[config.mk]
export PLATFORM = sky130hd
export DESIGN_NAME = fetch_decode_unit_flat
export DESIGN_NICKNAME = d
export VERILOG_FILES = /design/src/rtl/fetch_decode_unit_pkg.sv /design/src/rtl/fetch_decode_unit_if.sv /design/src/rtl/fetch_decode_unit_instr_classifier.sv /design/src/rtl/fetch_decode_unit.sv /design/src/flat_wrapper.sv
export SDC_FILE = /design/constraint.sdc
export NUM_CORES = 1
export LEC_CHECK = 0
export CAP_MARGIN = 20
export CORE_UTILIZATION = 27
export DETAILED_ROUTE_END_ITERATION = 7
export DONT_BUFFER_PORTS = 1
export GPL_TIMING_DRIVEN = 0
export HOLD_SLACK_MARGIN = 0.15
export PLACE_DENSITY_LB_ADDON = 0.08
export SLEW_MARGIN = 20
export SYNTH_ARGS = -nofsm -noshare
export SYNTH_HDL_FRONTEND = slang
export SYNTH_SLANG_ARGS = --single-unit
[constraint.sdc]
create_clock -name clk -period 2.6 [get_ports clk]
set_input_delay 0.52 -clock clk [delete_from_list [all_inputs] [get_ports clk]]
set_output_delay 0.52 -clock clk [all_outputs]
set_load 0.05 [all_outputs]
[src/rtl/fetch_decode_unit_pkg.sv]
// Shared definitions for the fetch/decode stage: opcodes, instruction field
// positions and the sequencer state encoding.
package fetch_decode_unit_pkg;

    typedef enum logic [2:0] {
        OP_AND   = 3'd0,
        OP_ADD   = 3'd1,
        OP_LDA   = 3'd2,
        OP_STA   = 3'd3,
        OP_BUN   = 3'd4,
        OP_BSA   = 3'd5,
        OP_ISZ   = 3'd6,
        OP_REGIO = 3'd7
    } opcode_t;

    localparam int I_BIT  = 7;
    localparam int OP_MSB = 6;
    localparam int OP_LSB = 4;

    typedef enum logic [2:0] {
        S_ADDR,
        S_FETCH,
        S_DECODE,
        S_INDIR,
        S_ISSUE,
        S_HALT
    } state_t;

endpackage

[src/rtl/fetch_decode_unit_if.sv]
// RAM read port and decoded-instruction handshake between fetch/decode and execute.
interface fetch_decode_unit_if #(
    parameter int ADDR_W = 4,
    parameter int DATA_W = 8
);
    logic              mem_read;
    logic [ADDR_W-1:0] mem_addr;
    logic [DATA_W-1:0] mem_rdata;

    logic              dec_valid;
    logic              dec_ready;
    logic [DATA_W-1:0] dec_ir;
    logic [2:0]        dec_op;
    logic              dec_i;
    logic [ADDR_W-1:0] dec_ea;
    logic              dec_is_mem;
    logic              dec_is_reg;
    logic              dec_is_io;

    modport master (
        output mem_read, mem_addr,
        input  mem_rdata,
        output dec_valid, dec_ir, dec_op, dec_i, dec_ea,
        output dec_is_mem, dec_is_reg, dec_is_io,
        input  dec_ready
    );

    modport slave (
        input  mem_read, mem_addr,
        output mem_rdata,
        input  dec_valid, dec_ir, dec_op, dec_i, dec_ea,
        input  dec_is_mem, dec_is_reg, dec_is_io,
        output dec_ready
    );

endinterface

[src/rtl/fetch_decode_unit_instr_classifier.sv]
// Combinational split of an instruction word into fields and a one-hot class.
module fetch_decode_unit_instr_classifier
    import fetch_decode_unit_pkg::*;
#(
    parameter int ADDR_W = 4,
    parameter int DATA_W = 8
) (
    input  logic [DATA_W-1:0] ir,
    output logic [2:0]        op,
    output logic              i,
    output logic [ADDR_W-1:0] addr,
    output logic              is_mem,
    output logic              is_reg,
    output logic              is_io,
    output logic              need_indir
);

    assign op   = ir[OP_MSB:OP_LSB];
    assign i    = ir[I_BIT];
    assign addr = ir[ADDR_W-1:0];

    // Opcode 7 never dereferences memory, so its I bit selects reg vs I/O instead.
    assign is_mem     = (op != OP_REGIO);
    assign is_reg     = (op == OP_REGIO) && !i;
    assign is_io      = (op == OP_REGIO) && i;
    assign need_indir = is_mem && i;

endmodule

[src/rtl/fetch_decode_unit.sv]
// Fetch/decode sequencer: fetches from RAM, resolves indirection and offers one
// decoded instruction at a time to execute over a valid/ready handshake.
module fetch_decode_unit
    import fetch_decode_unit_pkg::*;
#(
    parameter int                ADDR_W   = 4,
    parameter int                DATA_W   = 8,
    parameter logic [ADDR_W-1:0] RESET_PC = '0
) (
    input  logic                clk,
    input  logic                rst,
    fetch_decode_unit_if.master bus,
    input  logic                pc_load,
    input  logic [ADDR_W-1:0]   pc_value,
    input  logic                halt,
    input  logic                run,
    output logic [ADDR_W-1:0]   pc,
    output logic                halted
);

    state_t            state;
    logic [DATA_W-1:0] ir;
    logic [ADDR_W-1:0] ar;

    logic [2:0]        cls_op;
    logic              cls_i;
    logic [ADDR_W-1:0] cls_addr;
    logic              cls_mem;
    logic              cls_reg;
    logic              cls_io;
    logic              cls_indir;

    fetch_decode_unit_instr_classifier #(
        .ADDR_W(ADDR_W),
        .DATA_W(DATA_W)
    ) u_classifier (
        .ir        (ir),
        .op        (cls_op),
        .i         (cls_i),
        .addr      (cls_addr),
        .is_mem    (cls_mem),
        .is_reg    (cls_reg),
        .is_io     (cls_io),
        .need_indir(cls_indir)
    );

    assign bus.dec_ea = ar;

    // All outputs are registered: mem_read/mem_addr are set on entry to FETCH/INDIR
    // and the dec_* group on entry to ISSUE, then cleared when leaving.
    always_ff @(posedge clk or posedge rst) begin
        if (rst) begin
            state          <= S_ADDR;
            pc             <= RESET_PC;
            ir             <= '0;
            ar             <= '0;
            halted         <= 1'b0;
            bus.mem_read   <= 1'b0;
            bus.mem_addr   <= '0;
            bus.dec_valid  <= 1'b0;
            bus.dec_ir     <= '0;
            bus.dec_op     <= '0;
            bus.dec_i      <= 1'b0;
            bus.dec_is_mem <= 1'b0;
            bus.dec_is_reg <= 1'b0;
            bus.dec_is_io  <= 1'b0;
        end else begin
            bus.mem_read <= 1'b0;
            bus.mem_addr <= '0;
            if (pc_load && state != S_HALT) begin
                pc             <= pc_value;
                state          <= S_ADDR;
                bus.dec_valid  <= 1'b0;
                bus.dec_ir     <= '0;
                bus.dec_op     <= '0;
                bus.dec_i      <= 1'b0;
                bus.dec_is_mem <= 1'b0;
                bus.dec_is_reg <= 1'b0;
                bus.dec_is_io  <= 1'b0;
            end else begin
                case (state)
                    S_ADDR: begin
                        if (halt) begin
                            state  <= S_HALT;
                            halted <= 1'b1;
                        end else begin
                            state        <= S_FETCH;
                            bus.mem_read <= 1'b1;
                            bus.mem_addr <= pc;
                        end
                    end
                    S_FETCH: begin
                        ir    <= bus.mem_rdata;
                        pc    <= pc + ADDR_W'(1);
                        state <= S_DECODE;
                    end
                    S_DECODE: begin
                        ar             <= cls_addr;
                        bus.dec_ir     <= ir;
                        bus.dec_op     <= cls_op;
                        bus.dec_i      <= cls_i;
                        if (cls_indir) begin
                            state        <= S_INDIR;
                            bus.mem_read <= 1'b1;
                            bus.mem_addr <= cls_addr;
                        end else begin
                            state          <= S_ISSUE;
                            bus.dec_valid  <= 1'b1;
                            bus.dec_is_mem <= cls_mem;
                            bus.dec_is_reg <= cls_reg;
                            bus.dec_is_io  <= cls_io;
                        end
                    end
                    S_INDIR: begin
                        ar             <= bus.mem_rdata[ADDR_W-1:0];
                        state          <= S_ISSUE;
                        bus.dec_valid  <= 1'b1;
                        bus.dec_is_mem <= cls_mem;
                        bus.dec_is_reg <= cls_reg;
                        bus.dec_is_io  <= cls_io;
                    end
                    S_ISSUE: begin
                        if (bus.dec_ready) begin
                            state          <= S_ADDR;
                            bus.dec_valid  <= 1'b0;
                            bus.dec_ir     <= '0;
                            bus.dec_op     <= '0;
                            bus.dec_i      <= 1'b0;
                            bus.dec_is_mem <= 1'b0;
                            bus.dec_is_reg <= 1'b0;
                            bus.dec_is_io  <= 1'b0;
                        end
                    end
                    S_HALT: begin
                        if (pc_load) begin
                            pc <= pc_value;
                        end
                        if (run) begin
                            state  <= S_ADDR;
                            halted <= 1'b0;
                        end
                    end
                    default: begin
                        state <= S_ADDR;
                    end
                endcase
            end
        end
    end

endmodule

[src/flat_wrapper.sv]
// flat-port wrapper written by rule: the top's interface ports become plain ports
module fetch_decode_unit_flat import fetch_decode_unit_pkg::*;
#(
    parameter int                ADDR_W   = 4,
    parameter int                DATA_W   = 8,
    parameter logic [ADDR_W-1:0] RESET_PC = '0
)
  (clk, rst, pc_load, pc_value, halt, run, pc, halted, bus_mem_read, bus_mem_addr, bus_mem_rdata, bus_dec_valid, bus_dec_ir, bus_dec_op, bus_dec_i, bus_dec_ea, bus_dec_is_mem, bus_dec_is_reg, bus_dec_is_io, bus_dec_ready);
  fetch_decode_unit_if #(.ADDR_W(ADDR_W), .DATA_W(DATA_W)) bus_i ();
  input  logic clk;
  input  logic rst;
  input  logic pc_load;
  input  logic [ADDR_W-1:0] pc_value;
  input  logic halt;
  input  logic run;
  output logic [ADDR_W-1:0] pc;
  output logic halted;
  output wire logic [$bits(bus_i.mem_read)-1:0] bus_mem_read;
  output wire logic [$bits(bus_i.mem_addr)-1:0] bus_mem_addr;
  input wire logic [$bits(bus_i.mem_rdata)-1:0] bus_mem_rdata;
  output wire logic [$bits(bus_i.dec_valid)-1:0] bus_dec_valid;
  output wire logic [$bits(bus_i.dec_ir)-1:0] bus_dec_ir;
  output wire logic [$bits(bus_i.dec_op)-1:0] bus_dec_op;
  output wire logic [$bits(bus_i.dec_i)-1:0] bus_dec_i;
  output wire logic [$bits(bus_i.dec_ea)-1:0] bus_dec_ea;
  output wire logic [$bits(bus_i.dec_is_mem)-1:0] bus_dec_is_mem;
  output wire logic [$bits(bus_i.dec_is_reg)-1:0] bus_dec_is_reg;
  output wire logic [$bits(bus_i.dec_is_io)-1:0] bus_dec_is_io;
  input wire logic [$bits(bus_i.dec_ready)-1:0] bus_dec_ready;
  assign bus_mem_read = bus_i.mem_read;
  assign bus_mem_addr = bus_i.mem_addr;
  assign bus_i.mem_rdata = bus_mem_rdata;
  assign bus_dec_valid = bus_i.dec_valid;
  assign bus_dec_ir = bus_i.dec_ir;
  assign bus_dec_op = bus_i.dec_op;
  assign bus_dec_i = bus_i.dec_i;
  assign bus_dec_ea = bus_i.dec_ea;
  assign bus_dec_is_mem = bus_i.dec_is_mem;
  assign bus_dec_is_reg = bus_i.dec_is_reg;
  assign bus_dec_is_io = bus_i.dec_is_io;
  assign bus_i.dec_ready = bus_dec_ready;
  fetch_decode_unit #(.ADDR_W(ADDR_W), .DATA_W(DATA_W), .RESET_PC(RESET_PC)) u_core (.clk(clk), .rst(rst), .bus(bus_i), .pc_load(pc_load), .pc_value(pc_value), .halt(halt), .run(run), .pc(pc), .halted(halted));
endmodule
==> impl_metrics.json <==
{
  "status": "complete, but fails checks",
  "violations": "design-rule violations",
  "design.die.area_mm2": 0.007070,
  "start_util_pct": 28.33,
  "crit_path_end_kind": "output port",
  "num_vias": 1168,
  "p_sw_share_pct": 47.51,
  "yosysMostFrequentCell": "dfrtp_1",
  "first_pass_iters": 6,
  "clk_path_buf_depth": 2,
  "worst_pin_slew_ps": 604.0,
  "syn_area_per_cell_um2": 11.23,
  "clkTransAtPathRegs_ps": 70,
  "p_leak_nw": 0.9188,
  "path_cells": "buf_4",
  "clock_sinks": 37,
  "ys_warn_count": 0,
  "portBuffers": 0,
  "holdCritStartpoint": "pc_value[2]",
  "ys_top_cells_by_count": "dfrtp_1 (37), nand2_1 (18), mux2i_1 (15)",
  "critical_path.max_fanout": 3,
  "clkLatencyLatePin_ps": 290,
  "hold_depth": 2,
  "place_congestion": 0.7425,
  "power_frac_comb_pct": 32.1,
  "r2r-start": "u_core.state[1]",
  "slew_headroom_pct": 59.73,
  "ios": 48,
  "die_w_um": 84.09,
  "drt_iter0_drc": 40,
  "ys.flop_type": "dfrtp_1",
  "r2r_end": "u_core.ir[2]",
  "antenna_found_initial": 0,
  "core_mm2": 0.006422,
  "drive_gt1_share_pct": 22.67,
  "wl_mm": 3.947,
  "setup_tns_ps": 0,
  "rsz0062_at_grt": "no",
  "reg_top3": "u_core.ir x8, u_core.bus.dec_ir x7",
  "hold_violations": 0,
  "fin_crit_sh_pct": 67.83,
  "synthesis.instances": 162,
  "synth_edf_count": 0,
  "min_period_ps": 1763,
  "dp_hpwl_mm": 2.954,
  "drc": 11,
  "critPathRequiredTime_ps": 2080,
  "synth_area_mm2": 0.001819,
  "syn_to_final_growth_pct": 13.34,
  "grt_start_max_net_pins": 26,
  "grt_pass1_wl_mm": 6.479,
  "synth_top_area_share_pct": 50.89,
  "cts_root_buf": "clkbuf_8",
  "maxSlewViolCount": 0,
  "vdd_ir_drop_max_v": 0.0004093,
  "cts_resized": 0,
  "largest_register_ffs": 8,
  "p_int_mw": 1.507,
  "worst-r2r-cell-count": 5,
  "antenna_left": 0,
  "ys_seq_area_share_pct": 50.89,
  "htreeDepth": 2,
  "vias_per_cell": 4.691,
  "gr-usage-all-layers_pct": 12.11,
  "power_density_mw_per_mm2": 1393,
  "setup_viol": 0,
  "maxCapViolCount": 0,
  "critical_path_buf_inv_count": 1,
  "antenna_cells": 0,
  "cts_setup_buffers": 0,
  "switching_power_mw": 1.364,
  "skew_ps": 5.929,
  "synth.distinct_cells": 38,
  "fin_nets": 190,
  "max_freq_mhz": 567.1,
  "die_h_um": 84.09,
  "async_reset_ff_share_pct": 100.0,
  "cts_tree": "done",
  "top_register": "u_core.ir",
  "worst_hold_path_type": "input pin to flop",
  "cts_buffers": 5,
  "syn_nets": 181,
  "cp.arrival_ps": 1240,
  "cp-start-kind": "flop",
  "synth_area_leaders": "dfrtp_1 (51%), mux2i_1 (8.3%), mux2_2 (7.4%)",
  "grt_pass1_vias": 1199,
  "num_rows": 29,
  "p_clk_share_pct": 17.9,
  "grt.overflow.total": 0,
  "path_class": "flop to output port",
  "slowest_delay_ps": 660,
  "synth-seq-cells": 37,
  "seqPwrFrac_pct": 50.0,
  "yosysTopAreaCell": "dfrtp_1",
  "whs_endpoint": "u_core.pc[2]",
  "cts_hold_buf": 1,
  "avgRoutedWirePerCell_um": 15.85,
  "critPathSlowestCell": "dfrtp_1",
  "path_delay_family": "flip-flops",
  "holdWs_ps": 353.9,
  "r2r_setup_slack_ps": 1020
}
## per-layer routing
metal	routed length, um	vias up	global-route usage (%)	part of all wire (%)
li1	-	564	-	-
met1	1837	568	15.52	47
met2	1779	31	18.55	45
met3	278	5	4.649	7.0
met4	51	0	4.232	1.3
met5	0	-	0	0
## worst max-delay path by stage
| stage | startpoint | slack, ps | endpoint | cells after the start |
|---|---|---|---|---|
| final | u_core.bus.dec_ir[6] | 840 | bus_dec_op[2] | 1 |
| after floorplan | u_core.state[2] | 1130 | u_core.pc[3] | 5 |
| after global routing | u_core.bus.dec_ir[6] | 790 | bus_dec_op[2] | 1 |
| after global placement | rst | 790 | u_core.halted | 1 |
| after CTS | u_core.bus.dec_ir[6] | 820 | bus_dec_op[2] | 1 |
| after detailed placement | pc_load | 970 | u_core.ir[2] | 3 |
## layout make-up
cell class,instances,area (um2)
repair buffers,2,30.03
well taps,77,96.34
plain buffers,11,81.33
inverters,13,48.80
clock inverters,1,30.03
clock buffers,7,86.33
fillers,661,4360
flip-flops and latches,37,925.9
multi-input cells,101,763.2
## cell families (layout without fill, tap and decap cells)
| logic type | count (synthesis) | in the layout | share of synthesized area (%) |
|---|---|---|---|
| simple gates | 48 | 48 | 15.06 |
| flops | 37 | 37 | 50.89 |
| fa+ha+maj | 1 | 1 | 0.6876 |
| xor+xnor | 3 | 3 | 1.445 |
| mux | 27 | 27 | 15.68 |
| buf+inv | 24 | 34 | 7.153 |
| compound gates | 22 | 22 | 9.078 |
## through the flow
step                      util [%]  power, mW  setup WS [ps]  cell area [um2]  std cells
after floorplan                  -      2.185           1129             1819        162
after global placement       29.83      2.363          785.5             1916        239
after detailed placement     30.14      2.384          972.9             1936        240
after CTS                    32.11      2.911          822.8             2062        249
after global routing         32.11      3.053          791.0             2062        249
final                        32.11      2.872          836.5             2062        249
## power groups by stage
| stage | sequential, mW | clock, mW | combinational (mW) |
|---|---|---|---|
| after CTS | 1.45 | 0.533 | 0.931 |
| after detailed placement | 1.46 | 0 | 0.925 |
| after floorplan | 1.39 | 0 | 0.796 |
| final | 1.44 | 0.514 | 0.921 |
| after global routing | 1.48 | 0.561 | 1.02 |
| after global placement | 1.45 | 0 | 0.911 |
## layout by cell type, fill, tap and decap left out, types with 4 or more instances in the layout
cell	count
inv_1	12
a22oi_1	4
mux2_2	12
nor2_1	14
mux2i_1	15
o21ai_0	5
nand2_1	18
dfrtp_1	37
buf_4	4
a21oi_1	5
clkbuf_8	6
Power figures use the tool's default switching activity.
